==> src/rtl/spi_xfer_ctrl.sv <==
// SPI master transfer sequencer (CPHA=0, selectable CPOL): generates SCLK/CS_n and
// the load/shift/word strobes for the downstream shift-register stage.
module spi_xfer_ctrl #(
    parameter int unsigned WordLen  = 8,
    parameter int unsigned DivWidth = 8
) (
    input  logic                clk,
    input  logic                rst_n,
    input  logic                start_i,
    input  logic                tx_rx_i,
    input  logic [DivWidth-1:0] clk_div_i,
    input  logic                cpol_i,
    output logic                busy_o,
    output logic                done_o,
    output logic                sclk_o,
    output logic                cs_n_o,
    output logic                en_piso_o,
    output logic                load_piso_o,
    output logic                sclk_edge_flg_o,
    output logic                word_flg_o,
    output logic                tristate_mode_o
);

    localparam int unsigned BitW = $clog2(WordLen);
    localparam logic [BitW-1:0] LastBit = BitW'(WordLen - 1);

    typedef enum logic [2:0] {
        S_IDLE,
        S_LOAD,
        S_ACTIVE,
        S_HOLD,
        S_DONE
    } state_e;

    state_e              state_q, state_d;
    logic [DivWidth-1:0] cnt_q, cnt_d;
    logic [DivWidth-1:0] div_q, div_d;
    logic [BitW-1:0]     bit_q, bit_d;
    logic                phase_q, phase_d;
    logic                txrx_q, txrx_d;
    logic                cpol_q, cpol_d;
    logic                edge_d;
    logic                accept;

    logic busy_q, done_q, sclk_q, cs_n_q, en_q, load_q, edge_q, word_q, tri_q;
    logic busy_d, done_d, sclk_d, cs_n_d, en_d, load_d, word_d, tri_d;
    logic in_xfer;

    // Next-state: half-period counter, SCLK phase and bit count sequencing
    always_comb begin
        state_d = state_q;
        cnt_d   = cnt_q;
        div_d   = div_q;
        bit_d   = bit_q;
        phase_d = phase_q;
        txrx_d  = txrx_q;
        cpol_d  = cpol_q;
        edge_d  = 1'b0;
        accept  = 1'b0;

        case (state_q)
            S_IDLE: begin
                cpol_d = cpol_i;
                accept = start_i;
            end
            S_LOAD: begin
                state_d = S_ACTIVE;
                cnt_d   = '0;
            end
            S_ACTIVE: begin
                if (cnt_q == div_q) begin
                    cnt_d   = '0;
                    phase_d = ~phase_q;
                    if (phase_q) begin
                        edge_d = 1'b1;
                        bit_d  = bit_q + BitW'(1);
                        if (bit_q == LastBit) begin
                            state_d = S_HOLD;
                        end
                    end
                end else begin
                    cnt_d = cnt_q + DivWidth'(1);
                end
            end
            S_HOLD: begin
                if (cnt_q == div_q) begin
                    cnt_d   = '0;
                    state_d = S_DONE;
                end else begin
                    cnt_d = cnt_q + DivWidth'(1);
                end
            end
            S_DONE: begin
                // A Start present in the DONE cycle chains straight into the next word
                if (start_i) begin
                    accept = 1'b1;
                end else begin
                    state_d = S_IDLE;
                end
            end
            default: state_d = S_IDLE;
        endcase

        if (accept) begin
            state_d = S_LOAD;
            txrx_d  = tx_rx_i;
            div_d   = clk_div_i;
            cpol_d  = cpol_i;
            cnt_d   = '0;
            phase_d = 1'b0;
            bit_d   = '0;
        end
    end

    // Output decode from next state so every output comes straight off a flop
    always_comb begin
        in_xfer = (state_d == S_LOAD) || (state_d == S_ACTIVE) || (state_d == S_HOLD);
        busy_d  = (state_d != S_IDLE);
        done_d  = (state_d == S_DONE);
        cs_n_d  = ~in_xfer;
        en_d    = in_xfer;
        load_d  = (state_d == S_LOAD);
        sclk_d  = ((state_d == S_ACTIVE) & phase_d) ^ cpol_d;
        word_d  = (state_d == S_DONE) || ((state_d == S_HOLD) && (state_q == S_HOLD));
        tri_d   = busy_d & txrx_d;
    end

    always_ff @(posedge clk or negedge rst_n) begin
        if (!rst_n) begin
            state_q <= S_IDLE;
            cnt_q   <= '0;
            div_q   <= '0;
            bit_q   <= '0;
            phase_q <= 1'b0;
            txrx_q  <= 1'b0;
            cpol_q  <= 1'b0;
            busy_q  <= 1'b0;
            done_q  <= 1'b0;
            sclk_q  <= 1'b0;
            cs_n_q  <= 1'b1;
            en_q    <= 1'b0;
            load_q  <= 1'b0;
            edge_q  <= 1'b0;
            word_q  <= 1'b0;
            tri_q   <= 1'b0;
        end else begin
            state_q <= state_d;
            cnt_q   <= cnt_d;
            div_q   <= div_d;
            bit_q   <= bit_d;
            phase_q <= phase_d;
            txrx_q  <= txrx_d;
            cpol_q  <= cpol_d;
            busy_q  <= busy_d;
            done_q  <= done_d;
            sclk_q  <= sclk_d;
            cs_n_q  <= cs_n_d;
            en_q    <= en_d;
            load_q  <= load_d;
            edge_q  <= edge_d;
            word_q  <= word_d;
            tri_q   <= tri_d;
        end
    end

    assign busy_o          = busy_q;
    assign done_o          = done_q;
    assign sclk_o          = sclk_q;
    assign cs_n_o          = cs_n_q;
    assign en_piso_o       = en_q;
    assign load_piso_o     = load_q;
    assign sclk_edge_flg_o = edge_q;
    assign word_flg_o      = word_q;
    assign tristate_mode_o = tri_q;

endmodule

==> config.mk <==
export PLATFORM = sky130hd
export DESIGN_NAME = spi_xfer_ctrl
export DESIGN_NICKNAME = d
export VERILOG_FILES = /design/src/rtl/spi_xfer_ctrl.sv
export SDC_FILE = /design/constraint.sdc
export NUM_CORES = 1
export LEC_CHECK = 0
export ABC_AREA = 1
export CAP_MARGIN = 20
export CELL_PAD_IN_SITES_DETAIL_PLACEMENT = 1
export CELL_PAD_IN_SITES_GLOBAL_PLACEMENT = 2
export CORE_ASPECT_RATIO = 1.4
export CORE_MARGIN = 2
export CORE_UTILIZATION = 33
export DETAILED_ROUTE_END_ITERATION = 6
export PLACE_DENSITY = 0.85
export SYNTH_ARGS = -nofsm -noshare
export SYNTH_HDL_FRONTEND = slang
export SYNTH_SLANG_ARGS = --single-unit
==> constraint.sdc <==
create_clock -name clk -period 1.9 [get_ports clk]
set_input_delay 0.285 -clock clk [delete_from_list [all_inputs] [get_ports clk]]
set_output_delay 0.285 -clock clk [all_outputs]
set_load 0.02 [all_outputs]
==> results.py, run 1 <==
metrics = {
    "global_route": {
        "grt.overflow.total": 0,
        "grt_max_degree": 35,
        "track_usage": 0.156,
        "grt_pass1_vias": 1428,
        "grt_first_pass_wirelength_um": 6620,
        "antenna_found_initial": 0,
    },
    "die": {
        "ios": 22,
        "start_util": 0.341,
        "fp.dieW_um": 63.8,
        "core-area_um2": 4840,
        "dieArea_um2": 5590,
        "rows": 30,
        "die_y_um": 87.7,
    },
    "timing": {
        "setup_viol": 0,
        "hold_viol": 0,
        "relSlewSlack": 0.705,
        "finalWorstSetupSlack_ps": 145,
        "tns_ps": 0,
        "fin_crit_sh": 0.924,
        "drv_slew": 0,
        "skew_ps": 3.64,
        "max_freq_mhz": 570,
        "tightest_slew_ps": 443,
        "period_minus_slack_ps": 1750,
        "rsz0062_at_grt": "no",
    },
    "outcome": {
        "status": "completed",
    },
    "power": {
        "p_total_mw": 2.38,
        "intPower_mw": 1.55,
        "p_leak_nw": 1.05,
        "comb_power_share": 0.335,
        "cellPowerDensity_nw_per_um2": 1130,
        "clockPowerShare": 0.230,
        "switchingPower_uw": 834,
        "p_seq_frac": 0.435,
        "switching_share": 0.350,
        "ir_drop_uv": 501,
    },
    "finish": {
        "multi_input_area_um2": 687,
        "regArea_um2": 855,
        "design_area_um2": 2110,
        "drive_gt1_frac": 0.240,
        "area_growth_pct": 27.6,
        "n_fill_cell": 576,
        "fin_nets": 233,
        "final_cell_mix": "43 x nand2_1, 31 x dfrtp_1, 21 x clkdlybuf4s50_1",
        "final_common_cell": "nand2_1",
        "diodes": 0,
    },
    "detailed_routing": {
        "drcViolationCount": 0,
        "vias": 1263,
        "avgRoutedWirePerCell_um": 12.8,
        "viasPerCell": 4.49,
        "antenna_left": 0,
        "dr.pass1.iters": 4,
        "first_iter_violations": 38,
        "routed_wl_um": 3610,
    },
    "clock_tree": {
        "cts.sinks": 34,
        "clockRootBuffer": "clkbuf_8",
        "h-tree-depth": 2,
        "cts_hold_buf": 0,
        "cts_buffer_depth": 2,
        "clkTransAtPathRegs_ps": 70,
        "cts_tree": "yes",
        "cts-buffers-inserted": 5,
        "clk_latency_ps": 280,
    },
    "logic_synthesis": {
        "syn_area_um2": 1650,
        "netlist_instances": 180,
        "syn_area_per_cell_um2": 9.17,
        "yosys_warnings": 0,
        "ys_seq_area_frac": 0.516,
        "ys_seq_elements": 34,
        "synth_cell_type_count": 29,
        "synth_nets": 197,
    },
    "placed_design": {
        "gp_congestion": 0.836,
        "io_buffers": 21,
        "dp_hpwl_um": 2740,
        "placed_area_um2": 1950,
        "dp_slack_ps": 47.9,
    },
    "job": {
        "cap_viol_max_count": 0,
    },
    "setup_path": {
        "start_kind": "flip-flop",
        "cp_max_fo": 4,
        "criticalPathCategory": "flip-flop to flip-flop",
        "worstPathArrival_ps": 1930,
        "required_ps": 2070,
        "endpoint_kind": "flip-flop",
    },
    "worst_hold_path": {
        "hold_path.class": "primary input to asynchronous set/reset pin",
    },
}
[metal layers]
| metal | share of wire | global-route usage | vias to the layer above |
|---|---|---|---|
| met2 | 0.56 | 0.291 | 12 |
| li1 | - | - | 627 |
| met5 | 0 | 0 | - |
| met4 | 0.022 | 0.0711 | 0 |
| met3 | 0.021 | 0.0373 | 6 |
| met1 | 0.40 | 0.165 | 618 |
[cells in the mapped netlist, drive strengths merged]
| master | n | area (um2) |
|---|---|---|
| a21oi | 2 | 17.5 |
| buf | 2 | 16.3 |
| dfrtp | 33 | 826 |
| dfstp | 1 | 26.3 |
| ha | 4 | 50.1 |
| inv | 28 | 108 |
| mux2i | 1 | 10.0 |
| nand2 | 50 | 215 |
| nand3 | 8 | 57.6 |
| nor2 | 19 | 101 |
| nor3 | 3 | 20.0 |
| nor3b | 1 | 12.5 |
| o21ai | 11 | 58.8 |
| o22ai | 6 | 37.5 |
| or2 | 1 | 6.26 |
| xnor2 | 4 | 35.0 |
| xor2 | 6 | 52.6 |
[power groups by stage]
stage          clock, mW  sequential [mW]  combinational, mW
6_report           0.547             1.03              0.798
2_1_floorplan          0             1.03              0.528
4_1_cts            0.572             1.03              0.746
3_3_place_gp           0             1.03              0.719
5_1_grt            0.601             1.06              0.922
3_5_place_dp           0             1.04              0.737
[state kept, by name (all words and copies together), names as in the netlist]
name	count
bit_q	3
busy_o	1
cnt_q	8
cpol_q	1
cs_n_o	1
div_q	8
done_o	1
en_piso_o	1
load_piso_o	1
phase_q	1
sclk_edge_flg_o	1
sclk_o	1
state_q	3
tristate_mode_o	1
txrx_q	1
word_flg_o	1
[stage by stage]
| step | instances | hold WS, ps | utilization |
|---|---|---|---|
| floorplan | 180 | -10.6 | - |
| detailed placement | 267 | 492 | 0.404 |
| finish | 281 | 409 | 0.435 |
| global placement | 267 | 484 | 0.404 |
| global route | 281 | 460 | 0.435 |
| CTS | 275 | 421 | 0.422 |
[timing repair]
action | 4_1_cts | 5_1_grt
endpoints found under the setup margin | 1 | 1
setup buffers | 0 | 6
pin swaps | 0 | 3
hold endpoints to repair | 0 | 0
gates resized for setup | 1 | 7
[final cells by class]
cell class / instances / share of cell area
clock buffers: 7 / 0.0410
clock inverters: 1 / 0.00238
well taps: 64 / 0.0380
multi-input cells: 116 / 0.326
flip-flops and latches: 34 / 0.406
repair buffers: 31 / 0.135
inverters: 28 / 0.0511
[critical path, stage by stage (launching register included)]
cell and delay, ps:
dfrtp_2 460, xnor2_2 140, nand2_1 90, nor2_2 160
nand2_4 80, inv_4 60, ha_1 220, o21ai_2 160
nor2_4 50, nand3_2 70, nor2_1 50, nand2_1 50
nand2_1 50
[final timing paths]
kind | cells after the start | startpoint | to | slack, ps
worst max-delay path | 12 | cnt_q[3]$_DFFE_PN0P_ | sclk_o$_DFF_PN0_ | 150
max in group asynchronous | 2 | rst_n | cs_n_o$_DFF_PN1_ | 1140
worst min-delay path | 2 | rst_n | load_piso_o$_DFF_PN0_ | 410
worst max register to register | 12 | cnt_q[3]$_DFFE_PN0P_ | sclk_o$_DFF_PN0_ | 150
worst min register to register | 2 | div_q[2]$_DFFE_PN0P_ | div_q[2]$_DFFE_PN0P_ | 500
min in group clk | 2 | div_q[2]$_DFFE_PN0P_ | div_q[2]$_DFFE_PN0P_ | 500
[cell families after synthesis]
kind of cell	synth area share
simple gates	0.250
flops	0.516
buf+inv	0.0751
compound gates	0.0690
xor+xnor	0.0531
fa+ha+maj	0.0303
mux	0.00607
Power figures use the tool's default switching activity.
==> run 2, diff against run 1 <==
--- a/config.mk
+++ b/config.mk
@@ -12,8 +12,10 @@
 export CORE_ASPECT_RATIO = 1.4
 export CORE_MARGIN = 2
 export CORE_UTILIZATION = 33
+export CTS_CLUSTER_SIZE = 24
 export DETAILED_ROUTE_END_ITERATION = 6
 export PLACE_DENSITY = 0.85
+export SKIP_CTS_REPAIR_TIMING = 1
 export SYNTH_ARGS = -nofsm -noshare
 export SYNTH_HDL_FRONTEND = slang
 export SYNTH_SLANG_ARGS = --single-unit
==> results of run 2 <==
No change in the layout: final DEF, timing and power equal those of run 1.
==> run 3, diff against run 2 <==
--- a/config.mk
+++ b/config.mk
@@ -7,14 +7,12 @@
 export LEC_CHECK = 0
 export ABC_AREA = 1
 export CAP_MARGIN = 20
-export CELL_PAD_IN_SITES_DETAIL_PLACEMENT = 1
-export CELL_PAD_IN_SITES_GLOBAL_PLACEMENT = 2
 export CORE_ASPECT_RATIO = 1.4
 export CORE_MARGIN = 2
-export CORE_UTILIZATION = 33
+export CORE_UTILIZATION = 54
 export CTS_CLUSTER_SIZE = 24
 export DETAILED_ROUTE_END_ITERATION = 6
-export PLACE_DENSITY = 0.85
+export PLACE_DENSITY = 0.86
 export SKIP_CTS_REPAIR_TIMING = 1
 export SYNTH_ARGS = -nofsm -noshare
 export SYNTH_HDL_FRONTEND = slang
==> results.py, run 3 (synthesis results as in run 1) <==
metrics = {
    "outcome": {
        "status": "completed",
    },
    "setup_path": {
        "cp_max_fo": 5,
        "crit_start": "cnt_q[4]$_DFFE_PN0P_",
        "endpoint_kind": "flip-flop",
        "worstReg2RegEnd": "sclk_o$_DFF_PN0_",
        "criticalPathCategory": "flip-flop to flip-flop",
        "reg2reg_slack_ps": 120,
        "r2r_cells": 14,
        "start_kind": "flip-flop",
        "r2r-start": "cnt_q[4]$_DFFE_PN0P_",
        "cp-endpoint": "sclk_o$_DFF_PN0_",
        "required_ps": 2070,
        "worstPathArrival_ps": 1950,
    },
    "timing": {
        "fin_crit_sh": 0.937,
        "relSlewSlack": 0.714,
        "hold_viol": 0,
        "tightest_slew_ps": 428,
        "setup_viol": 0,
        "tns_ps": 0,
        "skew_ps": 3.70,
        "period_minus_slack_ps": 1780,
        "hold_ws_ps": 403,
        "drv_slew": 0,
        "rsz0062_at_grt": "no",
        "max_freq_mhz": 562,
    },
    "detailed_routing": {
        "antenna_left": 0,
        "vias": 1269,
        "drt-met1-wl_um": 1320,
        "wl_met2_um": 1860,
        "drcViolationCount": 0,
        "dr.pass1.iters": 4,
        "routed_wl_um": 3370,
        "first_iter_violations": 29,
        "viasPerCell": 5.10,
        "top_layer": "met4",
        "avgRoutedWirePerCell_um": 13.5,
        "wl_met3_um": 97,
    },
    "die": {
        "die_y_um": 69.4,
        "core-area_um2": 2880,
        "fp.dieW_um": 50.7,
        "ios": 22,
        "dieArea_um2": 3520,
        "rows": 23,
        "start_util": 0.573,
    },
    "placed_design": {
        "dp.cells": 239,
        "gp_congestion": 0.918,
        "io_buffers": 21,
        "dp_hpwl_um": 2550,
    },
    "worst_hold_path": {
        "hold_path.class": "primary input to asynchronous set/reset pin",
    },
    "finish": {
        "drive_gt1_frac": 0.198,
        "finish.utilization": 0.703,
        "final_common_cell": "nand2_1",
        "area_growth_pct": 22.5,
        "final_cell_mix": "45 x nand2_1, 31 x dfrtp_1, 21 x clkdlybuf4s50_1",
        "diodes": 0,
        "fin_nets": 228,
        "reg.largest.list": "cnt_q: 8 flops, div_q: 8 flops",
        "instances_no_fill": 249,
    },
    "job": {
        "cap_viol_max_count": 0,
    },
    "power": {
        "clockPowerShare": 0.229,
        "switching_share": 0.352,
        "p_leak_nw": 1.01,
        "cellPowerDensity_nw_per_um2": 1150,
        "ir_drop_uv": 674,
        "switchingPower_uw": 821,
        "p_seq_frac": 0.441,
        "intPower_mw": 1.51,
        "comb_power_share": 0.330,
    },
    "global_route": {
        "track_usage": 0.225,
        "grt_first_pass_wirelength_um": 6020,
        "grt_pass1_vias": 1401,
        "grt.overflow.total": 0,
        "grt_max_degree": 35,
        "antenna_found_initial": 0,
    },
    "clock_tree": {
        "cts-buffers-inserted": 5,
        "cts_tree": "yes",
        "cts_buffer_depth": 2,
        "cts.sinks": 34,
        "h-tree-depth": 2,
        "clockRootBuffer": "clkbuf_8",
        "clkTransAtPathRegs_ps": 60,
        "clk_latency_ps": 280,
    },
}
-- run 3: power groups by stage --
stage	clock network (mW)	registers (mW)	logic [mW]
finish	0.534	1.03	0.771
global route	0.581	1.05	0.860
CTS	0.558	1.02	0.750
detailed placement	0	1.04	0.742
global placement	0	1.02	0.696
floorplan	0	1.03	0.528
-- run 3: area by class of cell --
| cell class | instances | area [um2] |
|---|---|---|
| clock inverters | 1 | 5.00 |
| flip-flops and latches | 34 | 855 |
| inverters | 28 | 108 |
| repair buffers | 26 | 248 |
| multi-input cells | 116 | 674 |
| fillers | 221 | 856 |
| clock buffers | 7 | 86.3 |
| well taps | 37 | 46.3 |
-- run 3: routing by layer --
metal  up-vias  global-route usage
met3         9              0.0582
met4         0              0.0961
li1        623                   -
met2        27               0.401
met5         -                   0
met1       610               0.245
-- run 3: metrics by stage --
stage                     setup WS (ps)  cell area, um2  total power [mW]
final                               120            2020              2.34
after global routing               8.76            2020              2.49
after CTS                          42.2            2000              2.33
after detailed placement           58.1            1910              1.78
after global placement              127            1910              1.72
after floorplan                     220            1650              1.56
-- run 3: worst min path at each step --
| stage | from | end | cells past startpoint |
|---|---|---|---|
| detailed placement | div_q[6]$_DFFE_PN0P_ | div_q[6]$_DFFE_PN0P_ | 2 |
| global route | rst_n | div_q[7]$_DFFE_PN0P_ | 2 |
| finish | rst_n | div_q[4]$_DFFE_PN0P_ | 2 |
| CTS | rst_n | div_q[4]$_DFFE_PN0P_ | 2 |
| floorplan | rst_n | bit_q[0]$_DFFE_PN0P_ | 0 |
| global placement | div_q[6]$_DFFE_PN0P_ | div_q[6]$_DFFE_PN0P_ | 2 |
-- run 3: worst max-delay path, stage by stage (launching register included) --
cell and delay [ps]:
dfrtp_2 440, inv_2 80, nand2_1 60, nand2_1 80, nand2_2 70, nor2_4 120, nand2_4 80, inv_4 80
ha_1 230, o21ai_2 160, nor2_4 50, nand3_2 70, nor2_1 50, nand2_1 50, nand2_1 50
==> edit (config.mk and constraints of run 2) <==
Put one more register stage on the output `tristate_mode_o`, cleared by the reset. The value now appears one clock later. The other outputs are not delayed to match.
--- a/src/rtl/spi_xfer_ctrl.sv
+++ b/src/rtl/spi_xfer_ctrl.sv
@@ -173,3 +173,9 @@
     assign word_flg_o      = word_q;
-    assign tristate_mode_o = tri_q;
+    always_ff @(posedge clk or negedge rst_n) begin
+        if (!rst_n) begin
+            tristate_mode_o <= '0;
+        end else begin
+            tristate_mode_o <= tri_q;
+        end
+    end
 
Check against the original RTL: not equivalent (a bounded check fails within 4 cycles, from zero or initial values and one cycle with rst_n low).
==> edit against run 2 <==
- synthesized cell count up 0.56%
- area after synthesis grew 1.5%
- setup slack worse by 0.029 ns
- sequential cell count up 1
- cell area is 1.9% lower
- hold slack worse by 0.059 ns
- via count decreased by 3.9%
- clock power down 5.9%
- first-iteration DRC count down 63%
- power down 3.9%
- routed wire length fell by 6.6%
- largest cell class unchanged
- largest power group unchanged
==> edit: results (changes against run 2) <==
Synth
  • Sequential fraction of the synthesis area: 52.4% (was 51.6%)
  • Synth Area in Adders: 2.99% (was 3.03%)
  • Average cell area after synthesis: 9.26 um^2 (was 9.17 um^2)
  • Mux cell area share after synthesis: 0.597% (was 0.607%)
  • Synth Area in XOR/XNOR: 5.23% (was 5.31%)
  • Compound-gate portion of the synthesized area: 6.80% (was 6.90%)
  • Ranking of synthesized cells by area: dfrtp_1, nand2_1, inv_1 (unchanged)
  • Mapped Area: 1680 um^2 (was 1650 um^2)
  • Top cells by count, synth: nand2_1, dfrtp_1, inv_1 (unchanged)
  • Post-synthesis cell type count: 29 (unchanged)

Worst setup path
  • Worst path max stage delay: 0.43 ns (was 0.46 ns)
  • Data arrival, critical path: 1.96 ns (was 1.93 ns)
  • Worst path slowest cell: dfrtp_2 (unchanged)
  • Cells on worst reg2reg path: 14 (was 12)
  • R2R Path Start: cnt_q[0] (was cnt_q[3])

Layout
  • Layout cells sized above 1: 18.9% (was 24.0%)
  • Non-Filler Instances: 276 (was 281)
  • Non-clk bufs: 25 (was 31)
  • Area grow syn2layout: 23.3% (was 27.6%)
  • Layout sequential cell count: 35 (was 34)
  • # nets final: 228 (was 233)
  • Fill count: 599 (was 576)
  • Signal buffers share of area: 11.6% (was 13.5%)
  • Proportion of cell area spent on the clock network: 4.12% (was 4.34%)
  • Clock buf count: 6 (was 7)

Detailed routing
  • DR vias: 1214 (was 1263)
  • Routed WL: 3370 um (was 3610 um)
  • Iteration-0 DRC Markers: 14 (was 38)

Global routing
  • First-pass GRT wire length: 5870 um (was 6620 um)
  • Total GRT Usage: 13.6% (was 15.6%)
  • Maximum number of pins on one net before global-route repair: 36 (was 35)
  • Vias in the first global route: 1244 (was 1428)

Timing
  • Min Hold Slack: 0.350 ns (was 0.409 ns)
  • Worst Skew: 0.00290 ns (was 0.00364 ns)
  • Rel. slew slack: 70.1% (was 70.5%)

Power
  • Worst vdd rail ir drop: 403 uV (was 501 uV)
  • Leakage: 1.01 nW (was 1.05 nW)

Placement
  • Placed Area: 1970 um^2 (was 1950 um^2)
  • Setup WS pre-CTS: 0.0679 ns (was 0.0479 ns)
  • Dpl hpwl: 2590 um (was 2740 um)
  • Gp weighted congestion: 0.731 (was 0.836)
  • Port bufs: 21 (unchanged)

Clock tree
  • Deepest clock path buffer count: 2 (unchanged)
  • CTS H-tree lvls: 2 (unchanged)

Run status
  • Status: finished clean (unchanged)
edit: cell types whose count changed after synthesis, sizes merged:
cell,before,now
dfrtp,33,34
edit: where the power goes:
| group | internal, mW | total (mW) | switching [mW] |
|---|---|---|---|
| logic | 0.317 | 0.726 | 0.409 |
| registers | 0.906 | 1.05 | 0.141 |
| clock network | 0.256 | 0.515 | 0.259 |
edit: worst max path at each step:
stage,slack (ns),endpoint,cells after the start
after floorplan,0.22,sclk_o,14
after global placement,0.09,sclk_o,14
after detailed placement,0.07,sclk_o,14
after CTS,0.06,sclk_o,14
after global routing,-0.01,sclk_o,14
final,0.12,sclk_o,14
edit: per-layer routing:
layer  track usage (%)  vias to the layer above  share of wire [%]
met5                 0                        -                  0
met4              6.96                        0                2.4
met3              2.42                        5                2.1
met2              23.5                       13                 52
met1              16.3                      576                 44
li1                  -                      620                  -
